**src/rtl/pwm_fade_ctrl_if.sv**
```systemverilog
// Fade command channel: target duty, step size and PWM periods per step,
// transferred on a valid/ready handshake.
interface pwm_fade_ctrl_if #(
  parameter int WIDTH     = 8,
  parameter int DIV_WIDTH = 16
);
  logic                 valid;
  logic                 ready;
  logic [WIDTH-1:0]     target;
  logic [WIDTH-1:0]     step;
  logic [DIV_WIDTH-1:0] div;

  modport master (output valid, target, step, div, input ready);
  modport slave  (input valid, target, step, div, output ready);
endinterface

```
**src/rtl/pwm_fade_ctrl.sv**
```systemverilog
// Duty-cycle sequencer for pwm_generator: ramps duty toward a commanded target,
// moving only on PWM period boundaries so no period is ever truncated.
module pwm_fade_ctrl #(
  parameter int WIDTH     = 8,
  parameter int DIV_WIDTH = 16
) (
  input  logic             clk,
  input  logic             rst_n,
  pwm_fade_ctrl_if.slave   cmd,
  input  logic             abort,
  output logic [WIDTH-1:0] duty,
  output logic             busy,
  output logic             done,
  output logic             period_start
);

  typedef enum logic {IDLE, RAMP} state_t;

  state_t               state;
  logic [WIDTH-1:0]     pcnt;
  logic [WIDTH-1:0]     target_reg;
  logic [WIDTH-1:0]     step_reg;
  logic [DIV_WIDTH-1:0] div_reg;
  logic [DIV_WIDTH-1:0] div_cnt;
  logic                 wrap;
  logic                 accept;
  logic [WIDTH:0]       diff;

  assign wrap         = (pcnt == {WIDTH{1'b1}});
  assign period_start = (pcnt == '0);
  assign cmd.ready    = (state == IDLE) && !abort;
  assign accept       = cmd.valid && cmd.ready;

  // One extra bit so the distance to target can never wrap.
  assign diff = (target_reg >= duty) ? ({1'b0, target_reg} - {1'b0, duty})
                                     : ({1'b0, duty} - {1'b0, target_reg});

  // Free-running period counter; shares reset with pwm_generator to stay aligned.
  always_ff @(posedge clk or negedge rst_n) begin
    if (!rst_n) begin
      pcnt <= '0;
    end else begin
      pcnt <= pcnt + WIDTH'(1);
    end
  end

  always_ff @(posedge clk or negedge rst_n) begin
    if (!rst_n) begin
      state      <= IDLE;
      duty       <= '0;
      busy       <= 1'b0;
      done       <= 1'b0;
      target_reg <= '0;
      step_reg   <= WIDTH'(1);
      div_reg    <= DIV_WIDTH'(1);
      div_cnt    <= '0;
    end else begin
      done <= 1'b0;
      case (state)
        IDLE: begin
          if (accept) begin
            target_reg <= cmd.target;
            step_reg   <= (cmd.step == '0) ? WIDTH'(1) : cmd.step;
            div_reg    <= (cmd.div == '0) ? DIV_WIDTH'(1) : cmd.div;
            div_cnt    <= '0;
            if (cmd.target == duty) begin
              done <= 1'b1;
            end else begin
              state <= RAMP;
              busy  <= 1'b1;
            end
          end
        end
        RAMP: begin
          // Abort takes priority over a step landing on the same edge.
          if (abort) begin
            state   <= IDLE;
            busy    <= 1'b0;
            div_cnt <= '0;
          end else if (wrap) begin
            if (div_cnt == div_reg - DIV_WIDTH'(1)) begin
              div_cnt <= '0;
              if (diff <= {1'b0, step_reg}) begin
                duty  <= target_reg;
                state <= IDLE;
                busy  <= 1'b0;
                done  <= 1'b1;
              end else if (target_reg > duty) begin
                duty <= duty + step_reg;
              end else begin
                duty <= duty - step_reg;
              end
            end else begin
              div_cnt <= div_cnt + DIV_WIDTH'(1);
            end
          end
        end
        default: state <= IDLE;
      endcase
    end
  end

endmodule

```
**src/flat_wrapper.sv**
```systemverilog
// flat-port wrapper written by rule: the top's interface ports become plain ports
module pwm_fade_ctrl_flat 
#(
  parameter int WIDTH     = 8,
  parameter int DIV_WIDTH = 16
)
  (clk, rst_n, abort, duty, busy, done, period_start, cmd_valid, cmd_target, cmd_step, cmd_div, cmd_ready);
  pwm_fade_ctrl_if #(.WIDTH(WIDTH), .DIV_WIDTH(DIV_WIDTH)) cmd_i ();
  input  logic clk;
  input  logic rst_n;
  input  logic abort;
  output logic [WIDTH-1:0] duty;
  output logic busy;
  output logic done;
  output logic period_start;
  input wire logic [$bits(cmd_i.valid)-1:0] cmd_valid;
  input wire logic [$bits(cmd_i.target)-1:0] cmd_target;
  input wire logic [$bits(cmd_i.step)-1:0] cmd_step;
  input wire logic [$bits(cmd_i.div)-1:0] cmd_div;
  output wire logic [$bits(cmd_i.ready)-1:0] cmd_ready;
  assign cmd_i.valid = cmd_valid;
  assign cmd_i.target = cmd_target;
  assign cmd_i.step = cmd_step;
  assign cmd_i.div = cmd_div;
  assign cmd_ready = cmd_i.ready;
  pwm_fade_ctrl #(.WIDTH(WIDTH), .DIV_WIDTH(DIV_WIDTH)) u_core (.clk(clk), .rst_n(rst_n), .cmd(cmd_i), .abort(abort), .duty(duty), .busy(busy), .done(done), .period_start(period_start));
endmodule
```
**config.mk**
```make
export PLATFORM = sky130hd
export DESIGN_NAME = pwm_fade_ctrl_flat
export DESIGN_NICKNAME = d
export VERILOG_FILES = /design/src/rtl/pwm_fade_ctrl_if.sv /design/src/rtl/pwm_fade_ctrl.sv /design/src/flat_wrapper.sv
export SDC_FILE = /design/constraint.sdc
export NUM_CORES = 1
export LEC_CHECK = 0
export BUFFER_PORTS_ARGS = -buffer_cell sky130_fd_sc_hd__buf_4
export CAP_MARGIN = 40
export CORE_UTILIZATION = 50
export CTS_CLUSTER_SIZE = 10
export DETAILED_ROUTE_END_ITERATION = 6
export GPL_TIMING_DRIVEN = 0
export PLACE_DENSITY_LB_ADDON = 0.1
export SYNTH_ARGS = -nofsm -noshare
export SYNTH_HDL_FRONTEND = slang
export SYNTH_SLANG_ARGS = --single-unit
```
**constraint.sdc**
```tcl
create_clock -name clk -period 6.6 [get_ports clk]
set_clock_uncertainty 0.2 [all_clocks]
set_input_delay 0.66 -clock clk [delete_from_list [all_inputs] [get_ports clk]]
set_output_delay 0.66 -clock clk [all_outputs]
set_load 0.05 [all_outputs]
```
== Word level (Yosys, flattened, before mapping) ==
Index checks and enable logic that the tools add are counted.

* Bits in registers: 67
* Bits in latches: 0
* Memory bits (writable): 0
* Bits in read-only memories: 0
* Input port bits: 36
* Output and inout port bits: 12
* Logic and storage cells: 70
* Memories kept: 0

* $add $sub $neg: 7
* $mul: 0
* Divide/modulo/power cells: 0
* $lt $le $gt $ge: 3
* Equal/unequal tests: 8
* Shift operators: 0
* Mux-type cells: 31
* Bitwise logic cells: 2
* Reductions and logical operators: 10

{| class="wikitable"
|+ Operators with widths
! kind !! count
|-
| two-way mux 16 bit || 5
|-
| case mux 16 bit (2 select lines) || 1
|-
| two-way mux 8 bit || 3
|-
| two-way mux 1 bit || 18
|-
| subtractor 8 x 8 -> 9 bit || 2
|-
| adder 16 x 1 -> 16 bit, second input constant || 1
|-
| == test 16 bit || 1
|-
| logical NOT 16 bit || 1
|-
| logical NOT 8 bit || 2
|-
| subtractor 16 x 1 -> 16 bit, second input constant || 1
|-
| <= comparator 9 x 8 -> 1 bit || 1
|-
| two-way mux 9 bit || 1
|-
| inequality test 3 bit, second input constant || 3
|-
| adder 8 x 1 -> 8 bit, second input constant || 1
|-
| adder 8 bit || 1
|-
| == test 8 bit || 1
|-
| == test 8 bit, second input constant || 1
|-
| >= comparator 8 bit || 1
|-
| greater-than comparator 8 bit || 1
|-
| subtractor 8 bit || 1
|-
| case mux 1 bit (2 select lines) || 3
|-
| AND reduction 5 bit || 1
|-
| AND reduction 2 bit || 2
|-
| AND reduction 4 bit || 1
|-
| other kinds (5) || 7
|}

== Longest topological paths before layout ==
Gate-level depths: netlist of run 1.

* Word-level depth: 8
* Mapped depth: 21

== Worst setup path after synthesis of run 1 ==
OpenSTA, ideal clock, no wires.

* Kind: register to register
* From: register u_core.duty[1]
* To: register u_core.duty[6]
* Setup time: 0.081 ns
* Arrival time: 4.759 ns
* Data required time: 6.319 ns
* Path slack: 1.559 ns
* Stages on the path, launching flop included: 20
* Buffers on the path: 2
* Path through: dfrtp_1 inv_1 ha_1 nor2b_1 o2111ai_1 a31oi_1 nor3_1 buf_2 mux2i_1 nor2b_1 nor3_1 xnor2_1 ha_1 nand4_1 a21oi_1 o41ai_1 o2111ai_1 clkbuf_1 a21o_1 a31oi_2

* Longest elaborated chain between the ends: 4

{| class="wikitable"
|+ RTL lines
! item !! line !! text
|-
| start, declared || pwm_fade_ctrl.sv:11 || <nowiki>output logic [WIDTH-1:0] duty,</nowiki>
|-
| start signal, assigned || pwm_fade_ctrl.sv:84 || <nowiki>duty <= target_reg;</nowiki>
|-
| start signal, assigned || pwm_fade_ctrl.sv:89 || <nowiki>duty <= duty + step_reg;</nowiki>
|-
| start signal, assigned || pwm_fade_ctrl.sv:91 || <nowiki>duty <= duty - step_reg;</nowiki>
|-
| subtractor 8 x 8 -> 9 bit (tied with other cells) || pwm_fade_ctrl.sv:36 || <nowiki>: ({1'b0, duty} - {1'b0, target_reg});</nowiki>
|-
| two-way mux 9 bit || pwm_fade_ctrl.sv:35 || <nowiki>assign diff = (target_reg >= duty) ? ({1'b0, target_reg} - {1'b0, duty})</nowiki>
|-
| <= comparator 9 x 8 -> 1 bit || pwm_fade_ctrl.sv:83 || <nowiki>if (diff <= {1'b0, step_reg}) begin</nowiki>
|-
| two-way mux 8 bit (*) || pwm_fade_ctrl.sv:83 ||
|}

Every way passes the cells marked *; elsewhere a longest branch is shown, timed or not.
A chain may end at the register's enable or synchronous reset.

== Worst setup path in the final report of run 1 ==
Same ends and word-level chain as after synthesis.

==> results of run 1 <==
final cells by class:
class	instances	area (um2)
fillers	834	3750
multi-input cells	439	2970
flip-flops and latches	67	1680
repair buffers	50	395
well taps	129	161
inverters	38	143
clock buffers	11	131
plain buffers	26	116
clock inverters	5	30.0
power by group:
| group | total, W | internal, W | switching, W |
|---|---|---|---|
| Combinational | 0.000694 | 0.000291 | 0.000403 |
| Sequential | 0.000499 | 0.000453 | 0.0000456 |
| Clock | 0.000293 | 0.000135 | 0.000159 |
| Total | 0.00149 | 0.000879 | 0.000607 |
worst max-delay path: stages (launching register included):
cell       delay, ns
dfrtp_1         0.57
inv_1           0.14
ha_1            0.35
nor2b_1         0.16
o2111ai_1       0.28
a31oi_1         0.19
nor3_1          0.39
buf_2           0.32
mux2i_1         0.29
nor2b_1         0.07
nor3_1          0.27
xnor2_1         0.16
ha_1            0.27
nand4_1         0.13
a21oi_1         0.05
o41ai_1         0.63
o2111ai_1       0.56
clkbuf_1        0.36
a21o_1          0.22
a31oi_2         0.17
synth_stat cells (all sizes together), types with 2 or more instances:
library cell / n / area, um2
nor4: 9 / 56.3
nand3b: 3 / 22.5
dfstp: 2 / 52.6
nand3: 24 / 120
o211ai: 5 / 37.5
o2111ai: 2 / 17.5
and4: 4 / 35.0
or4: 7 / 56.3
buf: 6 / 41.3
nand4b: 2 / 17.5
a21oi: 24 / 120
nand4: 12 / 75.1
a22o: 2 / 17.5
mux2i: 4 / 40.0
o21ai: 28 / 140
a21o: 17 / 128
xnor2: 40 / 350
mux2: 3 / 33.8
ha: 36 / 450
or3: 5 / 31.3
nor3: 11 / 55.1
nor2b: 11 / 68.8
nor2: 33 / 134
inv: 38 / 143
o41ai: 2 / 17.5
and3: 6 / 37.5
nand2b: 3 / 18.8
dfrtp: 65 / 1630
nand2: 87 / 327
clkbuf: 20 / 75.1
fa: 3 / 60.1
a31oi: 8 / 75.1
xor2: 20 / 175
o22ai: 2 / 12.5
o21a: 3 / 22.5
o31ai: 7 / 62.6
logic make-up (layout without fill, tap and decap cells):
kind of cell	count (synthesis)	after routing	synth area share, %
and+or+nand+nor	223	223	22.5
AOI/OAI and AO/OA	109	109	14.9
DFF	67	67	34.2
buffers and inverters	64	130	5.28
xor gates and xnor gates	61	61	11.2
adders and majority gates	39	39	10.4
muxes	7	7	1.50
metal layers:
layer / part of all wire, % / track usage (%)
met5: 0 / 0
met4: 3.9 / 13.2
met3: 3.1 / 3.40
met2: 50 / 42.9
met1: 43 / 32.0
final timing paths:
check | start | to | slack (ns) | cells after the start
min | u_core.pcnt[5] | u_core.pcnt[5] | 0.30 | 1
min in group asynchronous | rst_n | u_core.done | 0.54 | 2
max | u_core.duty[1] | u_core.duty[6] | 0.72 | 19
min reg2reg | u_core.pcnt[5] | u_core.pcnt[5] | 0.30 | 1
max reg2reg | u_core.duty[1] | u_core.duty[6] | 0.72 | 19
max in group asynchronous | rst_n | u_core.step_reg[0] | 5.07 | 3
stage by stage:
step                      total power [W]  utilization [%]  instance area, um2  setup slack, ns
after floorplan                   0.00101                -                4910             1.56
after global placement            0.00117             57.9                5420            0.815
after detailed placement          0.00119             58.1                5450            0.831
after CTS                         0.00149             60.0                5620            0.805
after global routing              0.00159             60.0                5630            0.286
final                             0.00149             60.0                5630            0.721
==> reports/metrics.yaml, run 1 <==
outcome:
  status: "completed"
synth:
  async_reset_ff_share_pct: 100
  yosys.cell_types.count: 60
  synth_cells: 570
  netlist_area_mm2: 0.00491
  synth-edff-count: 0
  syn_nets: 645
  syn_avg_cell_area_um2: 8.61
  yosys_warnings: 0
  synth-seq-cells: 67
  synth_flop_cell: "dfrtp_1"
  ys_seq_area_share_pct: 34.2
clock_tree:
  postCtsResizedCells: 0
  h-tree-depth: 3
  cts_tree: "done"
  clk_pin_slew_ns: 0.08
  post_cts_buffers: 0
  clock_latency_ns: 0.34
  cts_hold_buffers: 1
  cts-buffers-inserted: 9
  clockRootBuffer: "clkbuf_8"
  cts_sinks: 67
  cts_max_path_buffers: 2
floorplanning:
  chipWidth_um: 101
  dieHeight_um: 101
  floorplan.initialDensity_pct: 52.4
  core_mm2: 0.00937
  fp-row-count: 35
  dieArea_mm2: 0.0102
  ios: 48
cells_and_area:
  fin_nets: 706
  layout_commonest_cell: "nand2_1"
  drive_gt1_share_pct: 13.8
  final_cell_mix: "87 x nand2_1, 65 x dfrtp_1, 48 x buf_4, 40 x xnor2_1, 37 x inv_1"
  syn_to_final_growth_pct: 14.6
  final_cell_count_no_fill: 765
  antenna_cells: 0
sta:
  slew_headroom_pct: 45.1
  worstMarginPinSlew_ns: 0.823
  finalCriticalPeriod_ns: 5.88
  finalSetupTns_ns: 0
  hold_violations: 0
  fmax_mhz: 170
  setup_violations: 0
  period_share_pct: 89.1
  maxSlewViolCount: 0
  timing.hold.ws_ns: 0.301
  rsz0062_at_grt: "false"
route:
  vias: 4214
  via_per_inst: 5.51
  wl_per_cell_um: 15.8
  drt_pass1_iterations: 4
  antenna_left: 0
  drc: 0
  drt_iter0_drc: 186
  routed_wl_um: 12100
placed_design:
  post-dp-hpwl_um: 9510
  dp_cells: 747
  gp_congestion: 0.894
  portBuffers: 47
global_route:
  antenna_found_initial: 0
  grt_max_degree: 51
  grt_pass1_vias: 4051
  grt_overflow: 0
  grt_pass1_wl_um: 19900
  grt_use_total_pct: 25.5
critical_path:
  crit_fanout: 10
  required_ns: 6.66
  arrival_ns: 5.94
  critPathLaunchType: "flop"
  critical_path_class: "flop to flop"
  worstSetupEndpointType: "flop"
hold_path:
  worstHoldPathType: "flop to flop"
run:
  max_cap_viol_count: 0
pwr:
  power.leakage_nw: 2.57
  ir_drop_mv: 0.118
  power_per_cell_area_mw_per_mm2: 264
(Power assumes the default switching activity.)
==> inputs of run 2 (changes only) <==
--- a/config.mk
+++ b/config.mk
@@ -11,7 +11,9 @@
 export CTS_CLUSTER_SIZE = 10
 export DETAILED_ROUTE_END_ITERATION = 6
 export GPL_TIMING_DRIVEN = 0
+export MAX_ROUTING_LAYER = met4
 export PLACE_DENSITY_LB_ADDON = 0.1
+export SETUP_SLACK_MARGIN = 0.3
 export SYNTH_ARGS = -nofsm -noshare
 export SYNTH_HDL_FRONTEND = slang
 export SYNTH_SLANG_ARGS = --single-unit
==> run 2 against run 1 <==
Die area unchanged. Routed wire length is 1.8% higher. Non-clock buffer count is the same. Utilization rose by 0.45 points. Largest cell class unchanged. Maximum frequency rose by 0.27%. Sequential share of layout area is 0.22 points lower. Largest power group unchanged. Sequential power about the same. Hold slack got worse by 0.0019 ns. Combinational power increased by 0.9%.
==> reports/metrics.yaml, run 2 (synthesis results as in run 1) <==
critical_path:
  crit_fanout: 10
  critical_path_class: "flop to flop"
  critPathLaunchType: "flop"
  arrival_ns: 5.92
  required_ns: 6.66
  worstSetupEndpointType: "flop"
floorplanning:
  chipWidth_um: 101
  fp-row-count: 35
  ios: 48
  dieArea_mm2: 0.0102
  core_mm2: 0.00937
  floorplan.initialDensity_pct: 52.4
  dieHeight_um: 101
sta:
  timing.hold.ws_ns: 0.299
  finalCriticalPeriod_ns: 5.86
  slew_headroom_pct: 47.3
  worstMarginPinSlew_ns: 0.781
  fin_ws_ns: 0.737
  rsz0062_at_grt: "false"
  setup_violations: 0
  hold_violations: 0
  fmax_mhz: 171
  maxSlewViolCount: 0
  finalSetupTns_ns: 0
  period_share_pct: 88.8
clock_tree:
  clk_pin_slew_ns: 0.09
  cts-buffers-inserted: 9
  clockRootBuffer: "clkbuf_8"
  cts_tree: "done"
  cts_max_path_buffers: 2
  cts_sinks: 67
  h-tree-depth: 3
  clock_latency_ns: 0.34
  post_cts_buffers: 0
global_route:
  grt_pass1_vias: 4186
  grt_pass1_wl_um: 20200
  grt_overflow: 0
  grt_max_degree: 55
  antenna_found_initial: 0
  grt_use_total_pct: 26.8
route:
  antenna_left: 0
  drc: 0
  wl_per_cell_um: 16.1
  drt_pass1_iterations: 4
  vias: 4330
  via_per_inst: 5.66
  routed_wl_um: 12300
  drt_iter0_drc: 170
cells_and_area:
  drive_gt1_share_pct: 13.8
  fin_nets: 706
  antenna_cells: 0
  syn_to_final_growth_pct: 15.5
  fillers: 824
  multiInputGateArea_mm2: 0.00298
  area.sequential_mm2: 0.00168
  layout_commonest_cell: "nand2_1"
  design_area_mm2: 0.00567
  final_cell_mix: "87 x nand2_1, 65 x dfrtp_1, 48 x buf_4, 40 x xnor2_1, 37 x inv_1"
placed_design:
  post-dp-hpwl_um: 9570
  portBuffers: 47
  pre_cts_ws_ns: 0.741
  gp_congestion: 0.928
  dpl_cell_area_mm2: 0.00545
pwr:
  power.leakage_nw: 2.59
  power_per_cell_area_mw_per_mm2: 273
  total_power_w: 0.00155
  ir_drop_mv: 0.148
outcome:
  status: "completed"
hold_path:
  worstHoldPathType: "flop to flop"
run:
  max_cap_viol_count: 0
## run 2: layer usage
| metal | vias up | GRT usage, % | routed length [um] | part of all wire, % |
|---|---|---|---|---|
| met1 | 2087 | 32.4 | 5130 | 42 |
| met4 | 0 | 12.7 | 488 | 4.0 |
| met5 | - | - | 0 | 0 |
| met2 | 104 | 44.0 | 6140 | 50 |
| met3 | 33 | 4.16 | 547 | 4.4 |
| li1 | 2106 | - | - | - |
## run 2: worst paths after layout
kind / end / slack (ns) / startpoint / cells after the start
min in group asynchronous: u_core.done / 0.51 / rst_n / 2
worst min register to register: u_core.pcnt[5] / 0.30 / u_core.pcnt[5] / 1
worst max-delay path: u_core.duty[6] / 0.74 / u_core.duty[1] / 20
worst max register to register: u_core.duty[6] / 0.74 / u_core.duty[1] / 20
worst min-delay path: u_core.pcnt[5] / 0.30 / u_core.pcnt[5] / 1
max in group asynchronous: u_core.step_reg[0] / 5.09 / rst_n / 3
## run 2: what timing repair did
| item | CTS | global route |
|---|---|---|
| hold endpoints to repair | 13 | 0 |
| resized for setup | 0 | 1 |
| setup endpoints to repair | 0 | 1 |
| hold buffers | 1 | 0 |
## run 2: through the flow
stage,utilization (%),instances
CTS,60.4,764
global placement,57.9,746
detailed placement,58.1,747
global route,60.5,765
floorplan,-,570
finish,60.5,765
## run 2: report_power, final
group | switching, W | total, W | internal (W)
Clock | 0.000153 | 0.000349 | 0.000195
Sequential | 0.0000451 | 0.000499 | 0.000454
Combinational | 0.000408 | 0.000700 | 0.000293
Total | 0.000606 | 0.00155 | 0.000942
## run 2: cell type report
cell class	count	area share [%]
buffer	26	2.05
clock buffer	14	2.87
clock inverter	2	0.618
inverter	38	2.52
sequential	67	29.6
timing repair buffer	50	6.98
multi-input combinational	439	52.5
tap	129	2.85
## run 2: worst max-delay path, stage by stage (launching register included)
cell and delay [ns]:
dfrtp_1 0.57, inv_1 0.15, ha_1 0.35, nor2b_1 0.15, o2111ai_1 0.27, a31oi_1 0.19
nor3_1 0.40, buf_2 0.33, mux2i_1 0.31, nor2b_1 0.08, nor3_1 0.24, xnor2_1 0.16
ha_1 0.28, nand4_1 0.13, a21oi_1 0.05, o41ai_1 0.70, nand4_1 0.17, a2bb2oi_1 0.27
clkbuf_1 0.33, a21o_1 0.25, a31oi_2 0.17
==> inputs of run 3 (changes only) <==
--- a/config.mk
+++ b/config.mk
@@ -12,7 +12,7 @@
 export DETAILED_ROUTE_END_ITERATION = 6
 export GPL_TIMING_DRIVEN = 0
 export MAX_ROUTING_LAYER = met4
-export PLACE_DENSITY_LB_ADDON = 0.1
+export PLACE_DENSITY = 0.68
 export SETUP_SLACK_MARGIN = 0.3
 export SYNTH_ARGS = -nofsm -noshare
 export SYNTH_HDL_FRONTEND = slang
==> run 3 against run 2 <==
Clock-buffer cell count stayed put. Routed wire length rose by 1.7%. Sequential power about the same. Global-route usage increased by 0.36 points. Setup slack better by 0.27 ns. Hold slack lost 0.25 ns. Register-to-register slack improved by 0.27 ns. Combinational power grew 2%. Clock power down 8.6%. Total power is 1.1% lower. Cell count fell by 0.13%.
==> reports/metrics.yaml, run 3 (synthesis results as in run 1) <==
pwr:
  internal-power_w: 0.000909
  power_frac_seq_pct: 32.6
  combPwrFrac_pct: 46.5
  power_switching_share_pct: 40.6
  ir_drop_mv: 0.143
  p_clk_share_pct: 20.8
  power.leakage_nw: 2.58
  p_sw_w: 0.000622
  power_per_cell_area_mw_per_mm2: 271
sta:
  worstMarginPinSlew_ns: 0.643
  setup_violations: 0
  rsz0062_at_grt: "false"
  hold_violations: 0
  period_share_pct: 84.7
  maxSlewViolCount: 0
  fmax_mhz: 179
  finalCriticalPeriod_ns: 5.59
  slew_headroom_pct: 57.1
  finalSetupTns_ns: 0
global_route:
  antenna_found_initial: 0
  grt_pass1_vias: 4261
  grt_max_degree: 38
  grt_pass1_wl_um: 20700
  grt_overflow: 0
  grt_use_total_pct: 27.2
clock_tree:
  clockRootBuffer: "clkbuf_8"
  post_cts_buffers: 0
  cts_tree: "done"
  clk_pin_slew_ns: 0.08
  cts-buffers-inserted: 9
  cts_hold_buffers: 0
  clock_latency_ns: 0.35
  h-tree-depth: 3
  cts_max_path_buffers: 2
  cts_sinks: 67
route:
  vias: 4288
  wl_per_cell_um: 16.4
  via_per_inst: 5.61
  antenna_left: 0
  routed_wl_um: 12500
  drt_pass1_iterations: 4
  drt_iter0_drc: 159
  drc: 0
critical_path:
  crit_fanout: 10
  r2r.worst_path.cells: 19
  required_ns: 6.67
  arrival_ns: 5.66
  critPathLaunchType: "flop"
  worstSetupEndpointType: "flop"
  critical_path_class: "flop to flop"
floorplanning:
  fp-row-count: 35
  chipWidth_um: 101
  core_mm2: 0.00937
  floorplan.initialDensity_pct: 52.4
  dieArea_mm2: 0.0102
  ios: 48
  dieHeight_um: 101
run:
  max_cap_viol_count: 0
placed_design:
  portBuffers: 47
  post-dp-hpwl_um: 9650
  gp_congestion: 0.893
cells_and_area:
  antenna_cells: 0
  final_cell_mix: "87 x nand2_1, 65 x dfrtp_1, 48 x buf_4, 40 x xnor2_1, 37 x inv_1"
  syn_to_final_growth_pct: 15.0
  utilization_pct: 60.2
  drive_gt1_share_pct: 14.2
  layout_commonest_cell: "nand2_1"
  fin_nets: 705
  fillers: 860
outcome:
  status: "completed"
hold_path:
  worstHoldPathType: "input port to async pin"
==> run 3: worst paths after layout <==
kind,from,end,slack [ns]
worst max-delay path,u_core.duty[1],u_core.duty[6],1.01
min in group clk,u_core.pcnt[5],u_core.pcnt[5],0.30
worst min register to register,u_core.pcnt[5],u_core.pcnt[5],0.30
worst max register to register,u_core.duty[1],u_core.duty[6],1.01
worst min-delay path,rst_n,u_core.pcnt[5],0.05
max in group asynchronous,rst_n,u_core.step_reg[0],5.55
==> run 3: critical path: stages (launching register included) <==
cell and delay, ns:
dfrtp_1 0.58, inv_1 0.14, ha_1 0.35, nor2b_1 0.15
o2111ai_1 0.26, a31oi_1 0.19, nor3_1 0.36, buf_2 0.32
mux2i_1 0.30, nor2b_1 0.08, nor3_1 0.30, xnor2_1 0.16
ha_1 0.27, nand4_1 0.13, a21oi_1 0.07, o41ai_2 0.51
o2111ai_2 0.40, clkbuf_1 0.34, a21o_1 0.23, a31oi_2 0.16
==> run 3: routing by layer <==
metal,global-route usage [%],vias to the layer above,wire length [um]
met5,-,-,0
met4,10.4,0,331
met3,3.26,25,387
met2,46.0,93,6160
met1,33.2,2064,5640
li1,-,2106,-
==> run 3: what timing repair did <==
| item | in CTS | in global routing |
|---|---|---|
| endpoints found under the setup margin | 0 | 9 |
| hold endpoints to repair | 0 | 0 |
| resized for setup | 0 | 3 |
==> run 3: power by group through the flow <==
stage / Combinational [W] / Clock [W] / Sequential (W)
floorplan: 0.000516 / 0 / 0.000495
global placement: 0.000671 / 0 / 0.000505
detailed placement: 0.000688 / 0 / 0.000506
CTS: 0.000693 / 0.000321 / 0.000499
global route: 0.000800 / 0.000341 / 0.000504
finish: 0.000712 / 0.000319 / 0.000500
==> run 3: metrics by stage <==
step | instances | setup WS (ns) | total power, W | instance area [um2] | hold slack (ns)
final | 764 | 1.01 | 0.00153 | 5640 | 0.0521
after global routing | 764 | 0.485 | 0.00164 | 5640 | 0.0788
after CTS | 763 | 0.715 | 0.00151 | 5620 | 0.0573
after detailed placement | 747 | 0.715 | 0.00119 | 5440 | 0.283
after global placement | 746 | 0.826 | 0.00118 | 5420 | 0.279
after floorplan | 570 | 1.56 | 0.00101 | 4910 | 0.164
==> run 3: area by class of cell <==
cell class	instances	area (um2)	area share [%]
buffer	26	116	2.06
tap	129	161	2.86
clock inverter	2	12.5	0.222
timing repair buffer	49	378	6.70
sequential	67	1680	29.8
inverter	38	143	2.53
multi-input combinational	439	2990	53.0
clock buffer	14	163	2.88
